[src/rtl/ask2_modulator.sv]
// ---------------------------------------------------------------------------
// ask2_modulator
// On/off keyed (2ASK) modulator. Each data bit accepted over a valid/ready
// handshake is held for SAMPLES_PER_BIT carrier samples. During that time the
// Q1.15 carrier is scaled by AMP_ONE or AMP_ZERO. A one-entry pending buffer
// lets the next bit be accepted while the current one is still on air, so
// consecutive bits go out with no gap.
//
// Ports
//   sys_clk     in   system clock, rising edge
//   sys_rst_n   in   synchronous active-low reset
//   enable      in   run enable; low flushes the block to IDLE
//   carrier_i   in   [15:0] signed Q1.15 carrier sample, new one every clock
//   bit_i       in   data bit
//   bit_valid   in   bit_i is valid
//   bit_ready   out  bit_i is accepted this cycle (bit_valid && bit_ready)
//   mod_o       out  [15:0] registered signed Q1.15 modulated sample
//   mod_valid   out  mod_o carries a modulated sample
//   bit_strobe  out  pulse with the first mod_o sample of each bit
//   underrun    out  pulse one cycle after the last sample of a bit that
//                    had no successor
// ---------------------------------------------------------------------------
module ask2_modulator #(
  parameter int          CLK_FREQ = 50_000_000,
  parameter int          BIT_RATE = 100_000,
  parameter logic [15:0] AMP_ONE  = 16'h7FFF,
  parameter logic [15:0] AMP_ZERO = 16'h0000
) (
  input  logic        sys_clk,
  input  logic        sys_rst_n,
  input  logic        enable,
  input  logic [15:0] carrier_i,
  input  logic        bit_i,
  input  logic        bit_valid,
  output logic        bit_ready,
  output logic [15:0] mod_o,
  output logic        mod_valid,
  output logic        bit_strobe,
  output logic        underrun
);

  localparam int SAMPLES_PER_BIT = CLK_FREQ / BIT_RATE;
  localparam int CW = (SAMPLES_PER_BIT > 1) ? $clog2(SAMPLES_PER_BIT) : 1;
  localparam logic [CW-1:0] CNT_LAST = CW'(SAMPLES_PER_BIT - 1);
  localparam logic [CW-1:0] CNT_ZERO = {CW{1'b0}};

  localparam logic [0:0] ST_IDLE = 1'b0;
  localparam logic [0:0] ST_RUN  = 1'b1;

  // Signed Q1.15 x Q1.15 product, keeping bits [30:15]. The arithmetic shift
  // truncates toward minus infinity; amp never equals 16'h8000, so bit 31 is
  // a pure sign copy and no saturation is required.
  function automatic logic [15:0] scale_q15(input logic [15:0] car,
                                            input logic [15:0] amp);
    logic signed [31:0] car_x;
    logic signed [31:0] amp_x;
    logic signed [31:0] prod;
    car_x = {{16{car[15]}}, car};
    amp_x = {{16{amp[15]}}, amp};
    prod  = car_x * amp_x;
    return 16'(prod >>> 15);
  endfunction

  logic [0:0]    state_r, state_n_s;
  logic [CW-1:0] cnt_r, cnt_n_s;
  logic          cur_bit_r, cur_bit_n_s;
  logic          pend_bit_r, pend_bit_n_s;
  logic          pend_full_r, pend_full_n_s;
  logic          und_n_s;
  logic          und_stage_r;
  logic          xfer_s;
  logic          last_s;
  logic          run_s;
  logic [15:0]   amp_s;

  // Ready is held low during reset so nothing is taken before the state
  // registers have been initialised.
  assign bit_ready = sys_rst_n & enable & ~pend_full_r;
  assign xfer_s    = bit_valid & bit_ready;
  assign last_s    = (cnt_r == CNT_LAST);
  assign run_s     = enable & (state_r == ST_RUN);
  assign amp_s     = cur_bit_r ? AMP_ONE : AMP_ZERO;

  // Next-state logic: bit sequencing, pending buffer and underrun detection.
  always_comb begin
    state_n_s     = state_r;
    cnt_n_s       = cnt_r;
    cur_bit_n_s   = cur_bit_r;
    pend_bit_n_s  = pend_bit_r;
    pend_full_n_s = pend_full_r;
    und_n_s       = 1'b0;
    if (!enable) begin
      state_n_s     = ST_IDLE;
      cnt_n_s       = CNT_ZERO;
      pend_full_n_s = 1'b0;
    end else begin
      case (state_r)
        ST_IDLE: begin
          cnt_n_s       = CNT_ZERO;
          pend_full_n_s = 1'b0;
          if (xfer_s) begin
            cur_bit_n_s = bit_i;
            state_n_s   = ST_RUN;
          end else begin
            state_n_s = ST_IDLE;
          end
        end
        ST_RUN: begin
          if (last_s) begin
            cnt_n_s = CNT_ZERO;
            if (pend_full_r) begin
              cur_bit_n_s   = pend_bit_r;
              pend_full_n_s = 1'b0;
            end else if (xfer_s) begin
              // Bit arriving exactly on the boundary skips the buffer.
              cur_bit_n_s = bit_i;
            end else begin
              und_n_s   = 1'b1;
              state_n_s = ST_IDLE;
            end
          end else begin
            cnt_n_s = cnt_r + CW'(1'b1);
            if (xfer_s) begin
              pend_bit_n_s  = bit_i;
              pend_full_n_s = 1'b1;
            end else begin
              pend_full_n_s = pend_full_r;
            end
          end
        end
        default: begin
          state_n_s     = ST_IDLE;
          cnt_n_s       = CNT_ZERO;
          pend_full_n_s = 1'b0;
        end
      endcase
    end
  end

  // Control state registers with synchronous reset.
  always_ff @(posedge sys_clk) begin
    if (!sys_rst_n) begin
      state_r     <= ST_IDLE;
      cnt_r       <= CNT_ZERO;
      cur_bit_r   <= 1'b0;
      pend_bit_r  <= 1'b0;
      pend_full_r <= 1'b0;
    end else begin
      state_r     <= state_n_s;
      cnt_r       <= cnt_n_s;
      cur_bit_r   <= cur_bit_n_s;
      pend_bit_r  <= pend_bit_n_s;
      pend_full_r <= pend_full_n_s;
    end
  end

  // Output registers. underrun is delayed one extra stage so it lines up
  // with the first idle output cycle instead of the last sample; dropping
  // enable suppresses a pending report.
  always_ff @(posedge sys_clk) begin
    if (!sys_rst_n) begin
      mod_o       <= 16'h0000;
      mod_valid   <= 1'b0;
      bit_strobe  <= 1'b0;
      und_stage_r <= 1'b0;
      underrun    <= 1'b0;
    end else begin
      mod_o       <= run_s ? scale_q15(carrier_i, amp_s) : 16'h0000;
      mod_valid   <= run_s;
      bit_strobe  <= run_s & (cnt_r == CNT_ZERO);
      und_stage_r <= und_n_s;
      underrun    <= und_stage_r & enable;
    end
  end

endmodule
[config.mk]
export PLATFORM = sky130hd
export DESIGN_NAME = ask2_modulator
export DESIGN_NICKNAME = d
export VERILOG_FILES = /design/src/rtl/ask2_modulator.sv
export SDC_FILE = /design/constraint.sdc
export NUM_CORES = 1
export LEC_CHECK = 0
export ABC_AREA = 1
export BUFFER_PORTS_ARGS = -buffer_cell sky130_fd_sc_hd__clkbuf_2
export CORE_UTILIZATION = 38
export DETAILED_ROUTE_END_ITERATION = 16
export GPL_TIMING_DRIVEN = 0
export PLACE_DENSITY_LB_ADDON = 0.12
export SLEW_MARGIN = 20
export SYNTH_ARGS = -nofsm -noshare
export SYNTH_HDL_FRONTEND = slang
export SYNTH_SLANG_ARGS = --single-unit
[constraint.sdc]
create_clock -name sys_clk -period 6.8 [get_ports sys_clk]
set_input_delay 1.36 -clock sys_clk [delete_from_list [all_inputs] [get_ports sys_clk]]
set_output_delay 1.36 -clock sys_clk [all_outputs]
set_load 0.005 [all_outputs]
==> results_dict.tcl, run 1 <==
set metrics [dict create \
    run_status "finished clean" \
    utilization_pct 42.9 \
    layout_common_cells "280 x inv_1, 173 x nand2_1, 111 x fa_1" \
    async_flop_share_pct 0 \
    drc 0 \
    drt-pass1-iter-count 5 \
    pre_cts_ws_ns -0.0879 \
    cts_tree "done" \
    layout-drive-gt1-share_pct 7.38 \
    dpl.cell_count 1342 \
    drtIter0Drc 329 \
    worst_skew_pair.late_latency_ns 0.28 \
    finalWorstSetupSlack_ns 0.308 \
    clock_sinks 33 \
    irDropWorstVdd_mv 0.0886 \
    syn_avg_cell_area_um2 7.47 \
    pwr-share-clk_pct 35.0 \
    crit_slowest_cell "fa_1" \
    hold_violations 0 \
    cts_setup_buffers 0 \
    seq_power_share_pct 31.6 \
    slew_headroom_pct 35.6 \
    syn_inst 1037 \
    power_frac_comb_pct 33.4 \
    p_leak_nw 5.00 \
    synthDistinctLibCells 39 \
    yosys_warnings 0 \
    p_int_uw 417 \
    track_usage_pct 20.2 \
    grt_max_degree 17 \
    crit_family "adder cells" \
    yosysSeqAreaShare_pct 8.53 \
    tightest_slew_ns 0.964 \
    fmax_mhz 154 \
    final_nets 1309 \
    holdPathEnd "underrun" \
    switching_share_pct 33.0 \
    fin_area_mm2 0.00846 \
    initial_core_util_pct 39.3 \
    die_h_um 145 \
    crit_arrival_ns 6.66 \
    period_needed_ns 6.49 \
    ys_seq_elements 33 \
    placed_area_mm2 0.00828 \
    setup_violations 0 \
    cts_max_level 2 \
    critPathBufInv 5 \
    p_sw_uw 206 \
    fin_setup_tns_ns 0 \
    worstHoldPathCells 2 \
    clock_path_buffers 2 \
    crit_top_cell "nand2_1" \
    antenna_left 0 \
    synth_nets 1262 \
    cpPeakStageDelay_ns 0.57 \
    totalWireLength_um 19200 \
    gp_congestion 0.899 \
    dr_total_vias 6298 \
    min_path_type "reg -> reg" \
    startpoint_type "input pin" \
    syn-cell-area_mm2 0.00774 \
    cts_buffers 5 \
    min_from "und_stage_r" \
    cp.required_ns 6.97 \
    overflow 0 \
    syn_to_final_growth_pct 9.26 \
    ios 41 \
    antenna_found_initial 0 \
    rr_startpoint "cur_bit_r" \
    timing.final.crit_share_pct 95.5 \
    hpwl_um 17300 \
    viasPerCell 4.67 \
    ff2ff_path_depth 27 \
    path_clk_slew_ns 0.05 \
    wl_per_cell_um 14.2 \
    rows 51 \
    portBuffers 40 \
    nFillCells 2111 \
    dieArea_mm2 0.0210 \
    fp.dieW_um 145 \
    power_density_mw_per_mm2 73.6 \
    final-max-slew-violation-count 0 \
    grt_pass1_wl_um 31800 \
    cap_violations 0 \
    clockRootBuffer "clkbuf_16" \
    finalClockSkew_ns 0.00486 \
    power_uw 623 \
    diodes 0 \
    cp-end-kind "flip-flop" \
    stdcell_count 1349 \
    r2r_end "mod_o[15]" \
    r2r_slack_ns 0.41 \
    critPathKind "in -> reg" \
    core_area_mm2 0.0197 \
    final_common_cell "inv_1" \
    synth_edf_count 0 \
    holdWs_ns 0.415 \
    ys.flop_type "dfxtp_1" \
    grt_pass1_vias 6296 \
    worstPathMaxFanout 4 \
]
-- layout make-up --
class                      instances  area, um^2  share of cell area (%)
clock buffer                       7         143                    1.69
sequential                        33         661                    7.81
inverter                         281        1050                    12.5
buffer                             7        37.5                   0.444
multi-input combinational        716        6030                    71.3
tap                              265         332                    3.92
timing repair buffer              40         200                    2.37
-- power groups by stage --
stage                     Combinational, mW  Clock [mW]  Sequential, mW
final                                 0.208       0.218           0.197
after global routing                  0.242       0.238           0.197
after CTS                             0.212       0.226           0.197
after detailed placement              0.209           0           0.201
after global placement                0.210           0           0.201
after floorplan                       0.148           0           0.200
-- cell families after synthesis --
logic type	count (synthesis)	synth area share [%]
and+or+nand+nor	330	17.9
buffers and inverters	288	14.1
adders and majority gates	204	43.7
AOI/OAI and AO/OA	134	10.2
xor gates and xnor gates	48	5.53
DFF	33	8.53
-- synth_stat cells, types with 3 or more instances --
cell type  count  area [um^2]
o21bai_1      25          188
a21o_1        12         90.1
ha_1          93         1160
fa_1         111         2220
nand3_1       28          140
nor3_1        11         55.1
clkbuf_1       5         18.8
a21oi_1       50          250
nor2_1        86          323
o21a_1         4         30.0
o21ai_0       34          170
dfxtp_1       33          661
nand4_1        4         25.0
nand2_1      177          664
nor4_1         3         18.8
nand2_2        9         56.3
xor2_1        45          394
inv_1        280         1050
-- layer usage --
| layer | share of wire, % | global-route usage, % |
|---|---|---|
| met4 | 0.88 | 2.44 |
| met2 | 49 | 35.8 |
| met5 | 0 | 0 |
| met1 | 46 | 26.7 |
| met3 | 4.0 | 2.83 |
-- what timing repair did --
item | in CTS | in global routing
hold buffers | 0 | 0
gates resized for setup | 0 | 15
endpoints found under the setup margin | 0 | 12
-- worst reg2reg max path, cell delays in order, from the launching register on --
cell	delay, ns
dfxtp_1	0.53
buf_6	0.25
buf_4	0.27
nand2_1	0.27
inv_1	0.20
ha_1	0.24
inv_1	0.10
xor2_1	0.39
xor2_1	0.13
ha_1	0.21
o21bai_1	0.20
fa_1	0.55
inv_1	0.05
fa_1	0.57
fa_1	0.43
fa_1	0.51
inv_1	0.05
ha_1	0.33
a21oi_1	0.21
o21ai_1	0.15
nand2_1	0.09
nand2_1	0.06
nand2_1	0.06
nand2_1	0.04
a21oi_1	0.21
nand2_1	0.08
nand2_1	0.06
nor2_1	0.05
-- worst max path at each step --
stage | from | depth (start not counted) | slack, ns | to
2_1_floorplan | carrier_i[12] | 23 | 0.69 | mod_o[10]
4_1_cts | carrier_i[9] | 29 | 0.18 | mod_o[15]
6_report | carrier_i[11] | 26 | 0.31 | mod_o[15]
5_1_grt | carrier_i[6] | 28 | -0.0008 | mod_o[13]
3_5_place_dp | carrier_i[9] | 29 | -0.09 | mod_o[15]
3_3_place_gp | carrier_i[9] | 29 | -0.13 | mod_o[15]
-- registers in the layout, indices dropped and copies added (netlist names) --
name	count
mod_o	16
cnt_r	9
bit_strobe	1
cur_bit_r	1
mod_valid	1
pend_bit_r	1
pend_full_r	1
state_r	1
und_stage_r	1
underrun	1
(Power assumes the default switching activity.)
==> run 2: changes to the inputs <==
--- a/config.mk
+++ b/config.mk
@@ -8,6 +8,7 @@
 export ABC_AREA = 1
 export BUFFER_PORTS_ARGS = -buffer_cell sky130_fd_sc_hd__clkbuf_2
 export CORE_UTILIZATION = 38
+export CTS_BUF_LIST = sky130_fd_sc_hd__clkbuf_8 sky130_fd_sc_hd__clkbuf_16
 export DETAILED_ROUTE_END_ITERATION = 16
 export GPL_TIMING_DRIVEN = 0
 export PLACE_DENSITY_LB_ADDON = 0.12
==> run 2 against run 1 <==
Flip-flop and latch count unchanged. Combinational power about the same. Largest cell class unchanged. First-iteration DRC count up 0.61%. Via count about the same.
==> results_dict.tcl, run 2 (synthesis results as in run 1) <==
set metrics [dict create \
    run_status "finished clean" \
    cts_tree "done" \
    post_cts_resized 0 \
    final_nets 1309 \
    rr_startpoint "cur_bit_r" \
    fp.dieW_um 145 \
    clockRootBuffer "clkbuf_16" \
    crit_family "adder cells" \
    cts_setup_buffers 0 \
    worstPathMaxFanout 4 \
    syn_to_final_growth_pct 9.26 \
    hold_buffers 0 \
    ios 41 \
    crit_arrival_ns 6.66 \
    totalWireLength_um 19200 \
    critPathKind "in -> reg" \
    path_clk_slew_ns 0.05 \
    power_density_mw_per_mm2 73.4 \
    final-max-slew-violation-count 0 \
    startpoint_type "input pin" \
    dieArea_mm2 0.0210 \
    crit_slowest_cell "fa_1" \
    min_from "und_stage_r" \
    die_h_um 145 \
    fmax_mhz 154 \
    clock_path_buffers 2 \
    top_register "mod_o" \
    wl_per_cell_um 14.2 \
    finalWorstSetupSlack_ns 0.309 \
    setup_violations 0 \
    drt-pass1-iter-count 5 \
    largest_reg_flops 16 \
    critPathBufInv 5 \
    timing.final.crit_share_pct 95.5 \
    holdPathEnd "underrun" \
    core_area_mm2 0.0197 \
    pre_cts_ws_ns -0.0879 \
    finalClockSkew_ns 0.00493 \
    clock_sinks 33 \
    biggestRegsByFlops "mod_o x16, cnt_r x9" \
    worst_skew_pair.late_latency_ns 0.28 \
    portBuffers 40 \
    grt_pass1_wl_um 31800 \
    ff2ff_path_depth 27 \
    initial_core_util_pct 39.3 \
    track_usage_pct 20.2 \
    viasPerCell 4.67 \
    rows 51 \
    antenna_found_initial 0 \
    cts_buffers 5 \
    dr_total_vias 6294 \
    tightest_slew_ns 0.964 \
    hold_violations 0 \
    crit_top_cell "nand2_1" \
    r2r_slack_ns 0.41 \
    layout_common_cells "281 x inv_1, 173 x nand2_1, 111 x fa_1" \
    cts_max_level 2 \
    grt_pass1_vias 6296 \
    cap_violations 0 \
    layout-drive-gt1-share_pct 7.38 \
    p_leak_nw 5.01 \
    cpPeakStageDelay_ns 0.57 \
    power_uw 621 \
    grt_max_degree 17 \
    min_path_type "reg -> reg" \
    gp_congestion 0.899 \
    period_needed_ns 6.49 \
    antenna_left 0 \
    overflow 0 \
    slew_headroom_pct 35.6 \
    diodes 0 \
    hpwl_um 17300 \
    drc 0 \
    holdWs_ns 0.416 \
    cp-end-kind "flip-flop" \
    final_common_cell "inv_1" \
    irDropWorstVdd_mv 0.0886 \
    drtIter0Drc 331 \
    worstHoldPathCells 2 \
    r2r_end "mod_o[15]" \
    cp.required_ns 6.97 \
]
[run 2: cell count changes in the layout (fill, tap and decap cells not counted)]
cell      change
clkbuf_1      -1
inv_1         +1
[run 2: layer usage]
layer	part of all wire, %	global-route usage (%)	wire length, um	up-vias
met1	46	26.7	8880	2954
met5	0	0	0	-
li1	-	-	-	3229
met4	0.88	2.44	169	0
met3	4.0	2.83	760	11
met2	49	35.8	9340	100
[run 2: final cells by class]
class,count,area [um^2]
fill,2111,11300
multi-input combinational,716,6030
inverter,281,1050
sequential,33,661
tap,265,332
timing repair buffer,40,200
clock buffer,6,139
buffer,7,37.5
clock inverter,1,3.75
[run 2: worst max-delay path by stage]
stage | cells past startpoint | start | endpoint
after floorplan | 23 | carrier_i[12] | mod_o[10]
after global placement | 29 | carrier_i[9] | mod_o[15]
after detailed placement | 29 | carrier_i[9] | mod_o[15]
after CTS | 29 | carrier_i[9] | mod_o[15]
after global routing | 28 | carrier_i[6] | mod_o[13]
final | 26 | carrier_i[11] | mod_o[15]
[run 2: metrics by stage]
stage / util (%) / std cells / area, um^2 / TNS (ns)
2_1_floorplan: - / 1037 / 7740 / 0
4_1_cts: 42.7 / 1349 / 8420 / 0
5_1_grt: 42.9 / 1349 / 8460 / -0.000838
6_report: 42.9 / 1349 / 8460 / 0
3_5_place_dp: 42.0 / 1342 / 8280 / -0.183
3_3_place_gp: 42.0 / 1342 / 8280 / -0.248
[run 2: power breakdown]
part	switching, mW	internal, mW	total, mW
clock network	0.0751	0.142	0.217
logic	0.130	0.0783	0.208
registers	0.00107	0.196	0.197
total	0.206	0.416	0.621
[run 2: tightest hold or removal path, delay by kind of cell (launching register included)]
family / cells / cell delay, ns
flops: 1 / 0.29
buf+inv: 1 / 0.04
simple gates: 1 / 0.04
==> run 3: changes to the inputs <==
--- a/config.mk
+++ b/config.mk
@@ -10,7 +10,6 @@
 export CORE_UTILIZATION = 38
 export CTS_BUF_LIST = sky130_fd_sc_hd__clkbuf_8 sky130_fd_sc_hd__clkbuf_16
 export DETAILED_ROUTE_END_ITERATION = 16
-export GPL_TIMING_DRIVEN = 0
 export PLACE_DENSITY_LB_ADDON = 0.12
 export SLEW_MARGIN = 20
 export SYNTH_ARGS = -nofsm -noshare
==> run 3 against run 2 <==
Via count up 3.1%. Sequential power about the same. Global-route usage up 0.58 points. Largest cell class unchanged. Clock-buffer cell count unchanged. Worst setup slack better by 0.036 ns.
==> results_dict.tcl, run 3 (synthesis results as in run 1) <==
set metrics [dict create \
    cts_max_level 2 \
    final_nets 1347 \
    crit_top_cell "inv_1" \
    cts_tree "done" \
    die_h_um 145 \
    cpPeakStageDelay_ns 0.58 \
    startpoint_type "input pin" \
    layout-drive-gt1-share_pct 10.3 \
    rows 51 \
    power_density_mw_per_mm2 71.6 \
    finalClockSkew_ns 0.00357 \
    setup_violations 0 \
    critPathKind "in -> reg" \
    top_register "mod_o" \
    clock_path_buffers 2 \
    grt_max_degree 21 \
    final_common_cell "inv_1" \
    period_needed_ns 6.45 \
    hold_violations 0 \
    fmax_mhz 155 \
    core_area_mm2 0.0197 \
    hpwl_um 18100 \
    cts_buffers 5 \
    dr_total_vias 6491 \
    grt_pass1_wl_um 32800 \
    drt-pass1-iter-count 4 \
    final-max-slew-violation-count 0 \
    antenna_found_initial 0 \
    nFillCells 2075 \
    biggestRegsByFlops "mod_o x16, cnt_r x9" \
    portBuffers 40 \
    worst_skew_pair.late_latency_ns 0.28 \
    p_leak_nw 5.22 \
    totalWireLength_um 19800 \
    critPathBufInv 8 \
    dieArea_mm2 0.0210 \
    track_usage_pct 20.8 \
    crit_arrival_ns 6.62 \
    ios 41 \
    initial_core_util_pct 39.3 \
    timing.final.crit_share_pct 94.9 \
    worstPathMaxFanout 7 \
    placed_area_mm2 0.00858 \
    fp.dieW_um 145 \
    crit_slowest_cell "fa_1" \
    rsz0062_at_grt "yes" \
    run_status "finished clean" \
    crit_family "adder cells" \
    wl_per_cell_um 14.3 \
    fin_setup_tns_ns 0 \
    layout_common_cells "281 x inv_1, 177 x nand2_1, 111 x fa_1" \
    drtIter0Drc 273 \
    grt_pass1_vias 6671 \
    slew_headroom_pct 65.2 \
    antenna_left 0 \
    cp.required_ns 6.97 \
    clockRootBuffer "clkbuf_16" \
    cap_violations 0 \
    min_path_type "reg -> reg" \
    tightest_slew_ns 0.516 \
    cts_setup_buffers 0 \
    cp-end-kind "flip-flop" \
    drc 0 \
    fin_area_mm2 0.00875 \
    diodes 0 \
    irDropWorstVdd_mv 0.0886 \
    gp_congestion 0.865 \
    largest_reg_flops 16 \
    path_clk_slew_ns 0.05 \
    clock_sinks 33 \
    syn_to_final_growth_pct 13.0 \
    viasPerCell 4.68 \
    overflow 0 \
]
-- run 3: cell types whose count changed in the layout (fill, tap and decap cells not counted), sizes merged --
cell,change
buf,+43
clkbuf,-5
-- run 3: tightest hold or removal path, cell delays in order, from the launching register on --
cell and delay (ns):
dfxtp_1 0.29, inv_1 0.04, nor2_1 0.03
-- run 3: path summary, 6_finish.rpt --
kind	start	end	slack, ns	depth (start not counted)
max reg2reg	cur_bit_r	mod_o[11]	0.73	21
min reg2reg	und_stage_r	underrun	0.41	2
min	und_stage_r	underrun	0.41	2
max	carrier_i[7]	mod_o[11]	0.35	28
-- run 3: report_power, final --
group	internal [mW]	switching (mW)
logic	0.0815	0.130
clock network	0.142	0.0768
registers	0.196	0.000836
total	0.419	0.208
-- run 3: layout make-up --
type | instances | area, um^2 | area share, %
Clock buffer | 6 | 139 | 1.59
Clock inverter | 1 | 3.75 | 0.0429
Inverter | 281 | 1050 | 12.1
Multi-Input combinational cell | 716 | 6020 | 68.8
Sequential cell | 33 | 661 | 7.55
Tap cell | 265 | 332 | 3.79
Timing Repair Buffer | 85 | 538 | 6.15
-- run 3: metrics by stage --
step	power [mW]	hold slack, ns	instances	setup WS, ns	utilization [%]
global route	0.674	0.435	1387	-0.00337	44.4
detailed placement	0.414	0.404	1380	-0.0435	43.5
finish	0.627	0.409	1387	0.345	44.4
global placement	0.416	0.407	1380	-0.0891	43.5
floorplan	0.348	0.394	1037	0.686	-
CTS	0.637	0.415	1387	0.227	44.2
-- run 3: timing repair --
item / in CTS / in global routing
setup endpoints to repair: 0 / 3
hold endpoints to repair: 0 / 0
hold buffers: 0 / 0
resized for setup: 0 / 7
-- run 3: layer usage --
metal  up-vias  track usage, %  part of all wire [%]  routed length (um)
met5         -               0                     0                   0
met4         0            4.32                   1.7                 328
met3        19            1.81                   2.3                 447
met2        85            36.6                    49                9610
met1      3086            27.7                    48                9420
li1       3301               -                     -                   -
